--- config.mk ---
export PLATFORM = sky130hd
export DESIGN_NAME = adder_sum_collector
export DESIGN_NICKNAME = d
export VERILOG_FILES = /design/src/rtl/adder_collector_pkg.sv /design/src/rtl/collector_fifo2.sv /design/src/rtl/adder_sum_collector.sv
export SDC_FILE = /design/constraint.sdc
export NUM_CORES = 1
export LEC_CHECK = 0
export CORE_MARGIN = 5
export CORE_UTILIZATION = 40
export DETAILED_ROUTE_END_ITERATION = 8
export SYNTH_ARGS = -nofsm -noshare
export SYNTH_HDL_FRONTEND = slang
export SYNTH_HIERARCHICAL = 1
export SYNTH_SLANG_ARGS = --single-unit
--- constraint.sdc ---
create_clock -name clk -period 3.14 [get_ports clk]
set_clock_uncertainty 0.05 [all_clocks]
set_input_delay 0.628 -clock clk [delete_from_list [all_inputs] [get_ports clk]]
set_output_delay 0.628 -clock clk [all_outputs]
set_load 0.02 [all_outputs]
--- src/rtl/adder_collector_pkg.sv ---
// Shared definitions for the adder sum collector: width helpers, the
// accumulator state encoding and the default output FIFO entry layout.
package adder_collector_pkg;

    // Ceiling log2 for positive values; clog2(1) = 0.
    function automatic int clog2(input int value);
        int res;
        res = 0;
        for (int i = 0; i < 31; i++) begin
            if ((32'sd1 <<< i) < value) begin
                res = i + 1;
            end else begin
                res = res;
            end
        end
        return res;
    endfunction

    // Accumulator width that can hold count full-scale sums without wrapping.
    function automatic int acc_width(input int sum_width, input int count);
        return sum_width + clog2(count);
    endfunction

    localparam int SUM_WIDTH_DEF  = 30;
    localparam int ACC_COUNT_DEF  = 8;
    localparam int CNT_WIDTH_DEF  = clog2(ACC_COUNT_DEF) + 1;
    localparam int ACC_WIDTH_DEF  = acc_width(SUM_WIDTH_DEF, ACC_COUNT_DEF);
    localparam int DROP_WIDTH_DEF = 8;

    // EMPTY: no sums collected yet; ACCUM: a partial block is in progress.
    typedef enum logic [0:0] {
        ST_EMPTY = 1'b0,
        ST_ACCUM = 1'b1
    } acc_state_e;

    // Completed block as stored in the output FIFO.
    typedef struct packed {
        logic [ACC_WIDTH_DEF-1:0] acc;
        logic [CNT_WIDTH_DEF-1:0] count;
    } collector_entry_t;

endpackage

--- src/rtl/collector_fifo2.sv ---
// Two-entry first-word-fall-through FIFO. The head entry is a register, so
// the consumer sees registered data. A push while full is legal only when a
// pop happens in the same cycle; the pop frees the slot first. When the FIFO
// drains, the head register keeps the last popped entry.
module collector_fifo2
    import adder_collector_pkg::*;
#(
    parameter type entry_t = collector_entry_t
) (
    input  logic   clk,
    input  logic   reset,
    input  logic   push,
    input  entry_t push_data,
    input  logic   pop,
    output entry_t head,
    output logic   full,
    output logic   empty
);

    entry_t      slot0_r;
    entry_t      slot1_r;
    logic [1:0]  count_r;
    logic        pop_s;
    logic        push_s;

    assign empty = (count_r == 2'd0);
    assign full  = (count_r == 2'd2);
    assign head  = slot0_r;

    // Qualify requests: no pop from empty, no push into a full FIFO unless popping.
    always_comb begin
        pop_s  = pop & ~empty;
        push_s = push & (~full | pop_s);
    end

    // Storage and occupancy update.
    always_ff @(posedge clk) begin
        if (reset) begin
            slot0_r <= '0;
            slot1_r <= '0;
            count_r <= 2'd0;
        end else begin
            case ({push_s, pop_s})
                2'b10: begin
                    if (count_r == 2'd0) begin
                        slot0_r <= push_data;
                    end else begin
                        slot1_r <= push_data;
                    end
                    count_r <= count_r + 2'd1;
                end
                2'b01: begin
                    if (count_r == 2'd2) begin
                        slot0_r <= slot1_r;
                    end else begin
                        slot0_r <= slot0_r;
                    end
                    count_r <= count_r - 2'd1;
                end
                2'b11: begin
                    if (count_r == 2'd2) begin
                        slot0_r <= slot1_r;
                        slot1_r <= push_data;
                    end else begin
                        slot0_r <= push_data;
                    end
                end
                default: begin
                    count_r <= count_r;
                end
            endcase
        end
    end

endmodule

--- src/rtl/adder_sum_collector.sv ---
// Collects blocks of ACC_COUNT adder sums into a wide total and offers each
// completed block downstream through a 2-entry FIFO. The adder cannot be
// stalled, so a block that finds the FIFO full is dropped and counted.
module adder_sum_collector
    import adder_collector_pkg::*;
#(
    parameter int SUM_WIDTH  = 30,
    parameter int ACC_COUNT  = 8,
    parameter int CNT_WIDTH  = clog2(ACC_COUNT) + 1,
    parameter int ACC_WIDTH  = acc_width(SUM_WIDTH, ACC_COUNT),
    parameter int DROP_WIDTH = 8
) (
    input  logic                  clk,
    input  logic                  reset,
    input  logic                  in_valid,
    input  logic [SUM_WIDTH-1:0]  in_sum,
    input  logic                  flush,
    output logic                  out_valid,
    input  logic                  out_ready,
    output logic [ACC_WIDTH-1:0]  out_acc,
    output logic [CNT_WIDTH-1:0]  out_count,
    output logic                  overflow,
    output logic [DROP_WIDTH-1:0] drop_count
);

    typedef struct packed {
        logic [ACC_WIDTH-1:0] acc;
        logic [CNT_WIDTH-1:0] count;
    } entry_t;

    localparam logic [CNT_WIDTH-1:0] FULL_CNT = CNT_WIDTH'(ACC_COUNT);

    acc_state_e            state_r;
    acc_state_e            state_next_s;
    logic [ACC_WIDTH-1:0]  acc_r;
    logic [CNT_WIDTH-1:0]  cnt_r;
    logic [ACC_WIDTH-1:0]  acc_next_s;
    logic [CNT_WIDTH-1:0]  cnt_next_s;
    logic [ACC_WIDTH-1:0]  sum_ext_s;
    logic [ACC_WIDTH-1:0]  next_acc_s;
    logic [CNT_WIDTH-1:0]  ncnt_s;
    logic                  complete_s;
    logic                  pop_s;
    logic                  push_s;
    logic                  drop_s;
    logic                  fifo_full_s;
    logic                  fifo_empty_s;
    entry_t                push_data_s;
    entry_t                head_s;
    logic                  overflow_r;
    logic [DROP_WIDTH-1:0] drop_count_r;

    // Running total including this cycle's sample, and the block-close decision.
    always_comb begin
        sum_ext_s   = in_valid ? {{(ACC_WIDTH-SUM_WIDTH){1'b0}}, in_sum} : {ACC_WIDTH{1'b0}};
        next_acc_s  = acc_r + sum_ext_s;
        ncnt_s      = cnt_r + {{(CNT_WIDTH-1){1'b0}}, in_valid};
        complete_s  = (ncnt_s == FULL_CNT) | (flush & (ncnt_s != {CNT_WIDTH{1'b0}}));
        pop_s       = ~fifo_empty_s & out_ready;
        push_s      = complete_s & (~fifo_full_s | pop_s);
        drop_s      = complete_s & fifo_full_s & ~pop_s;
        push_data_s = '{acc: next_acc_s, count: ncnt_s};
    end

    // Accumulator FSM: next state and next accumulator contents.
    always_comb begin
        state_next_s = ST_EMPTY;
        acc_next_s   = next_acc_s;
        cnt_next_s   = ncnt_s;
        case (state_r)
            ST_EMPTY: begin
                if (complete_s) begin
                    state_next_s = ST_EMPTY;
                end else if (in_valid) begin
                    state_next_s = ST_ACCUM;
                end else begin
                    state_next_s = ST_EMPTY;
                end
            end
            ST_ACCUM: begin
                if (complete_s) begin
                    state_next_s = ST_EMPTY;
                end else begin
                    state_next_s = ST_ACCUM;
                end
            end
            default: begin
                state_next_s = ST_EMPTY;
            end
        endcase
        if (complete_s) begin
            acc_next_s = {ACC_WIDTH{1'b0}};
            cnt_next_s = {CNT_WIDTH{1'b0}};
        end else begin
            acc_next_s = next_acc_s;
            cnt_next_s = ncnt_s;
        end
    end

    // Accumulator and state registers.
    always_ff @(posedge clk) begin
        if (reset) begin
            state_r <= ST_EMPTY;
            acc_r   <= {ACC_WIDTH{1'b0}};
            cnt_r   <= {CNT_WIDTH{1'b0}};
        end else begin
            state_r <= state_next_s;
            acc_r   <= acc_next_s;
            cnt_r   <= cnt_next_s;
        end
    end

    // Sticky overflow flag and saturating count of dropped blocks.
    always_ff @(posedge clk) begin
        if (reset) begin
            overflow_r   <= 1'b0;
            drop_count_r <= {DROP_WIDTH{1'b0}};
        end else if (drop_s) begin
            overflow_r <= 1'b1;
            if (drop_count_r != {DROP_WIDTH{1'b1}}) begin
                drop_count_r <= drop_count_r + DROP_WIDTH'(1);
            end else begin
                drop_count_r <= drop_count_r;
            end
        end else begin
            overflow_r   <= overflow_r;
            drop_count_r <= drop_count_r;
        end
    end

    collector_fifo2 #(
        .entry_t (entry_t)
    ) u_fifo (
        .clk       (clk),
        .reset     (reset),
        .push      (push_s),
        .push_data (push_data_s),
        .pop       (pop_s),
        .head      (head_s),
        .full      (fifo_full_s),
        .empty     (fifo_empty_s)
    );

    assign out_valid  = ~fifo_empty_s;
    assign out_acc    = head_s.acc;
    assign out_count  = head_s.count;
    assign overflow   = overflow_r;
    assign drop_count = drop_count_r;

endmodule

==> summary.json <==
{
  "run_status": {"value": "finished clean"},
  "synth-seq-cells": {"value": 122},
  "post-route-util": {"value": 0.608},
  "report.final.slew_viol_count": {"value": 0},
  "mappedNetlistNets": {"value": 927},
  "detail_route.iter0.violations": {"value": 335},
  "route.vias.total": {"value": 6961},
  "globalRoute.totalOverflow": {"value": 0},
  "cts_max_level": {"value": 4},
  "final_stage_net_count": {"value": 1169},
  "detailed_route_wirelength_on_metal2": {"value": 10900, "unit": "µm"},
  "max-cap-violations": {"value": 0},
  "cts.clk_slew.worst_paths": {"value": 60, "unit": "ps"},
  "ys_types": {"value": 78},
  "synth_enable_flop_cells": {"value": 0},
  "floorplan.initialDensity": {"value": 0.410},
  "drc": {"value": 0},
  "finalSetupViolations": {"value": 0},
  "top_layer_used": {"value": "met4"},
  "synth_top_area_frac": {"value": 0.342},
  "post_synthesis_sequential_area_ratio": {"value": 0.342},
  "swShare": {"value": 0.304},
  "kind_of_end_point_of_the_critical_path": {"value": "flip-flop"},
  "drt_first_pass_iters": {"value": 5},
  "p_leak": {"value": 4.32, "unit": "nW"},
  "timing.final.crit_share": {"value": 0.967},
  "p_sw": {"value": 1.73, "unit": "mW"},
  "netlist_instances": {"value": 858},
  "place.detailed.hpwl": {"value": 14800, "unit": "µm"},
  "synth_flop_cell": {"value": "dfxtp_1"},
  "postLayoutCellArea": {"value": 10600, "unit": "µm²"},
  "total_power": {"value": 5.70, "unit": "mW"},
  "fp.dieArea": {"value": 20600, "unit": "µm²"},
  "synth.cell_area": {"value": 7150, "unit": "µm²"},
  "tritoncts.num_buffers": {"value": 17},
  "grt_max_degree": {"value": 57},
  "drt_wl_total": {"value": 21600, "unit": "µm"},
  "flow.area_growth_from_synthesis": {"value": 48.2, "unit": "%"},
  "die_w": {"value": 144, "unit": "µm"},
  "synthTopCellsByCount": {"value": "nand2_1, dfxtp_1, a21oi_1, nor2_1, and2_1"},
  "worstPathRequired": {"value": 3420, "unit": "ps"},
  "synth-warning-count": {"value": 6},
  "routabilityCongestion": {"value": 0.840},
  "antenna_found_initial": {"value": 0},
  "yosys.area.top_type": {"value": "dfxtp_1"},
  "fp.coreArea": {"value": 17400, "unit": "µm²"},
  "worst_pin_slew": {"value": 708, "unit": "ps"},
  "register_share_of_total_power": {"value": 0.314},
  "cell_breakdown_of_the_critical_path": {"value": "buf_4 -> bufbuf_16 -> and2_4 -> ha_4 -> buf_6 -> inv_2 -> o31ai_2 -> buf_4 -> a31oi_4 -> buf_6 -> a211oi_4 -> nor3_1 -> nor2_1 -> buf_4 -> nand2_1 -> a311oi_2"},
  "cts_tree": {"value": "done"},
  "max-vdd-ir-drop": {"value": 490, "unit": "µV"},
  "cts.path.max_buffers": {"value": 2},
  "std_cell_rows": {"value": 48},
  "grt_pass1_vias": {"value": 6825},
  "worst_ep_arrival_time": {"value": 3320, "unit": "ps"},
  "crit_type": {"value": "in2reg"},
  "global_route_wire_length_before_repair": {"value": 34200, "unit": "µm"},
  "cp_max_fo": {"value": 9},
  "cts_num_sinks": {"value": 122},
  "start_kind": {"value": "input port"},
  "synth.most_common_cell": {"value": "nand2_1"},
  "final_worst_path_period_need": {"value": 3040, "unit": "ps"},
  "antenna_violating_nets_post_route": {"value": 0},
  "internal-power": {"value": 3.97, "unit": "mW"},
  "critical-path-max-stage-delay": {"value": 270, "unit": "ps"},
  "path_delay_family": {"value": "buffers and inverters"},
  "die_height": {"value": 144, "unit": "µm"},
  "placedInstanceArea": {"value": 9450, "unit": "µm²"},
  "worst_slew_margin_rel": {"value": 0.528},
  "ff2ff_setup_slack": {"value": 320, "unit": "ps"},
  "timing.fmax": {"value": 329, "unit": "MHz"},
  "io_buffers": {"value": 81},
  "grt_usage": {"value": 0.210},
  "post_route_cells_drive_above_1_share": {"value": 0.317},
  "wl_per_cell": {"value": 16.2, "unit": "µm"},
  "p_per_area": {"value": 538, "unit": "nW/µm²"},
  "worst_path_most_repeated_cell": {"value": "buf_4"},
  "final_hold_viol_count": {"value": 0},
  "critical-path-slowest-cell": {"value": "bufbuf_16"},
  "combPwrFrac": {"value": 0.312},
  "synth_area_leaders": {"value": "dfxtp_1, nand2_1, a311oi_2"},
  "hold_buffers": {"value": 0},
  "clockPowerShare": {"value": 0.374},
  "synthArstFlopShare": {"value": 0},
  "hold_wc_path_type": {"value": "reg2reg"},
  "met1Wirelength": {"value": 9290, "unit": "µm"},
  "wl_met3": {"value": 907, "unit": "µm"},
  "routed_via_density": {"value": 5.21},
  "cts_root_buffer": {"value": "clkbuf_16"},
  "syn_area_per_cell": {"value": 8.33, "unit": "µm²"},
  "worst-path-buf-inv": {"value": 7},
  "clock_insertion_delay_worst_skew": {"value": 430, "unit": "ps"},
  "i_o_pin_count": {"value": 82},
  "antennaDiodeCount": {"value": 0}
}
-- metrics by stage --
step	TNS [ps]	setup WS [ps]	hold WS, ps	cells
global route	-29.4	-11.7	433	1337
CTS	0	12.5	405	1329
detailed placement	-50760	-690	397	1293
global placement	-49060	-629	392	1293
floorplan	-3.72	-3.72	387	858
finish	0	103	404	1337
-- worst reg2reg max path: stages (launching register included) --
cell and delay (ps):
dfxtp_1 300, ha_1 190, ha_1 210, xnor2_2 190, inv_2 80, o31ai_4 230
a21boi_4 270, a21oi_2 80, mux2i_2 270, o21ai_4 110, buf_12 150, bufbuf_16 290
buf_4 150, a311oi_2 170
-- power by group through the flow --
stage               logic (mW)  clock network, mW  registers [mW]
global route              1.93               2.23            1.80
CTS                       1.70               2.17            1.78
detailed placement        1.63                  0            1.81
floorplan                0.796                  0            1.88
finish                    1.78               2.13            1.79
global placement          1.61                  0            1.81
-- kinds of logic (layout without fill, tap and decap cells) --
kind of cell / after synthesis / in the layout / synth area share
flip-flops: 122 / 122 / 0.342
AND/OR/NAND/NOR: 393 / 393 / 0.264
multiplexers: 11 / 11 / 0.0156
adder cells (fa/ha/maj): 34 / 34 / 0.0606
buffers and inverters: 62 / 316 / 0.0480
AO/OA/AOI/OAI: 208 / 208 / 0.235
XOR/XNOR: 28 / 28 / 0.0354
-- cell usage in the layout (no fill, tap or decap), types with 16 or more instances in the layout --
cell | Yosys | routed
a21oi_1 | 82 | 74
clkdlybuf4s50_1 | 0 | 78
nand2_1 | 159 | 158
o21ai_0 | 16 | 16
nor2_1 | 69 | 68
clkbuf_16 | 0 | 17
ha_1 | 33 | 24
a311oi_2 | 30 | 33
buf_4 | 7 | 172
dfxtp_1 | 122 | 122
nor3_1 | 21 | 20
nand2_2 | 30 | 31
and2_1 | 50 | 47
-- state kept, by name (all words and copies together) (netlist names) --
| register | flops |
|---|---|
| u_fifo/head | 37 |
| cnt_r | 4 |
| u_fifo/count_r | 2 |
| u_fifo/slot1_r | 37 |
| overflow | 1 |
| acc_r | 33 |
| drop_count | 8 |
-- repair_timing --
action                     CTS  global route
setup endpoints to repair   75            41
cloned                       2             0
pin swaps                    8            30
gates resized for setup     16            51
buffers inserted             3             8
-- layer usage --
metal  vias up  global-route usage
met5         -                   0
met4         0              0.0793
met3        39              0.0366
met2       143               0.359
met1      3278               0.265
li1       3501                   -
-- final cells by class --
cell class / count / area (µm²)
Fill cell: 1561 / 6830
Multi-Input combinational cell: 674 / 4710
Clock inverter: 10 / 166
Inverter: 14 / 52.6
Timing Repair Buffer: 271 / 2470
Sequential cell: 122 / 2440
Tap cell: 225 / 282
Clock buffer: 21 / 470
-- path summary, 6_finish.rpt --
kind	from	endpoint	depth (start not counted)
max	in_valid	u_fifo/head[24]	16
min	u_fifo/slot1_r[32]	u_fifo/slot1_r[32]	2
max reg2reg	cnt_r[0]	u_fifo/head[6]	13
min reg2reg	u_fifo/slot1_r[32]	u_fifo/slot1_r[32]	2
(Power assumes the default switching activity.)
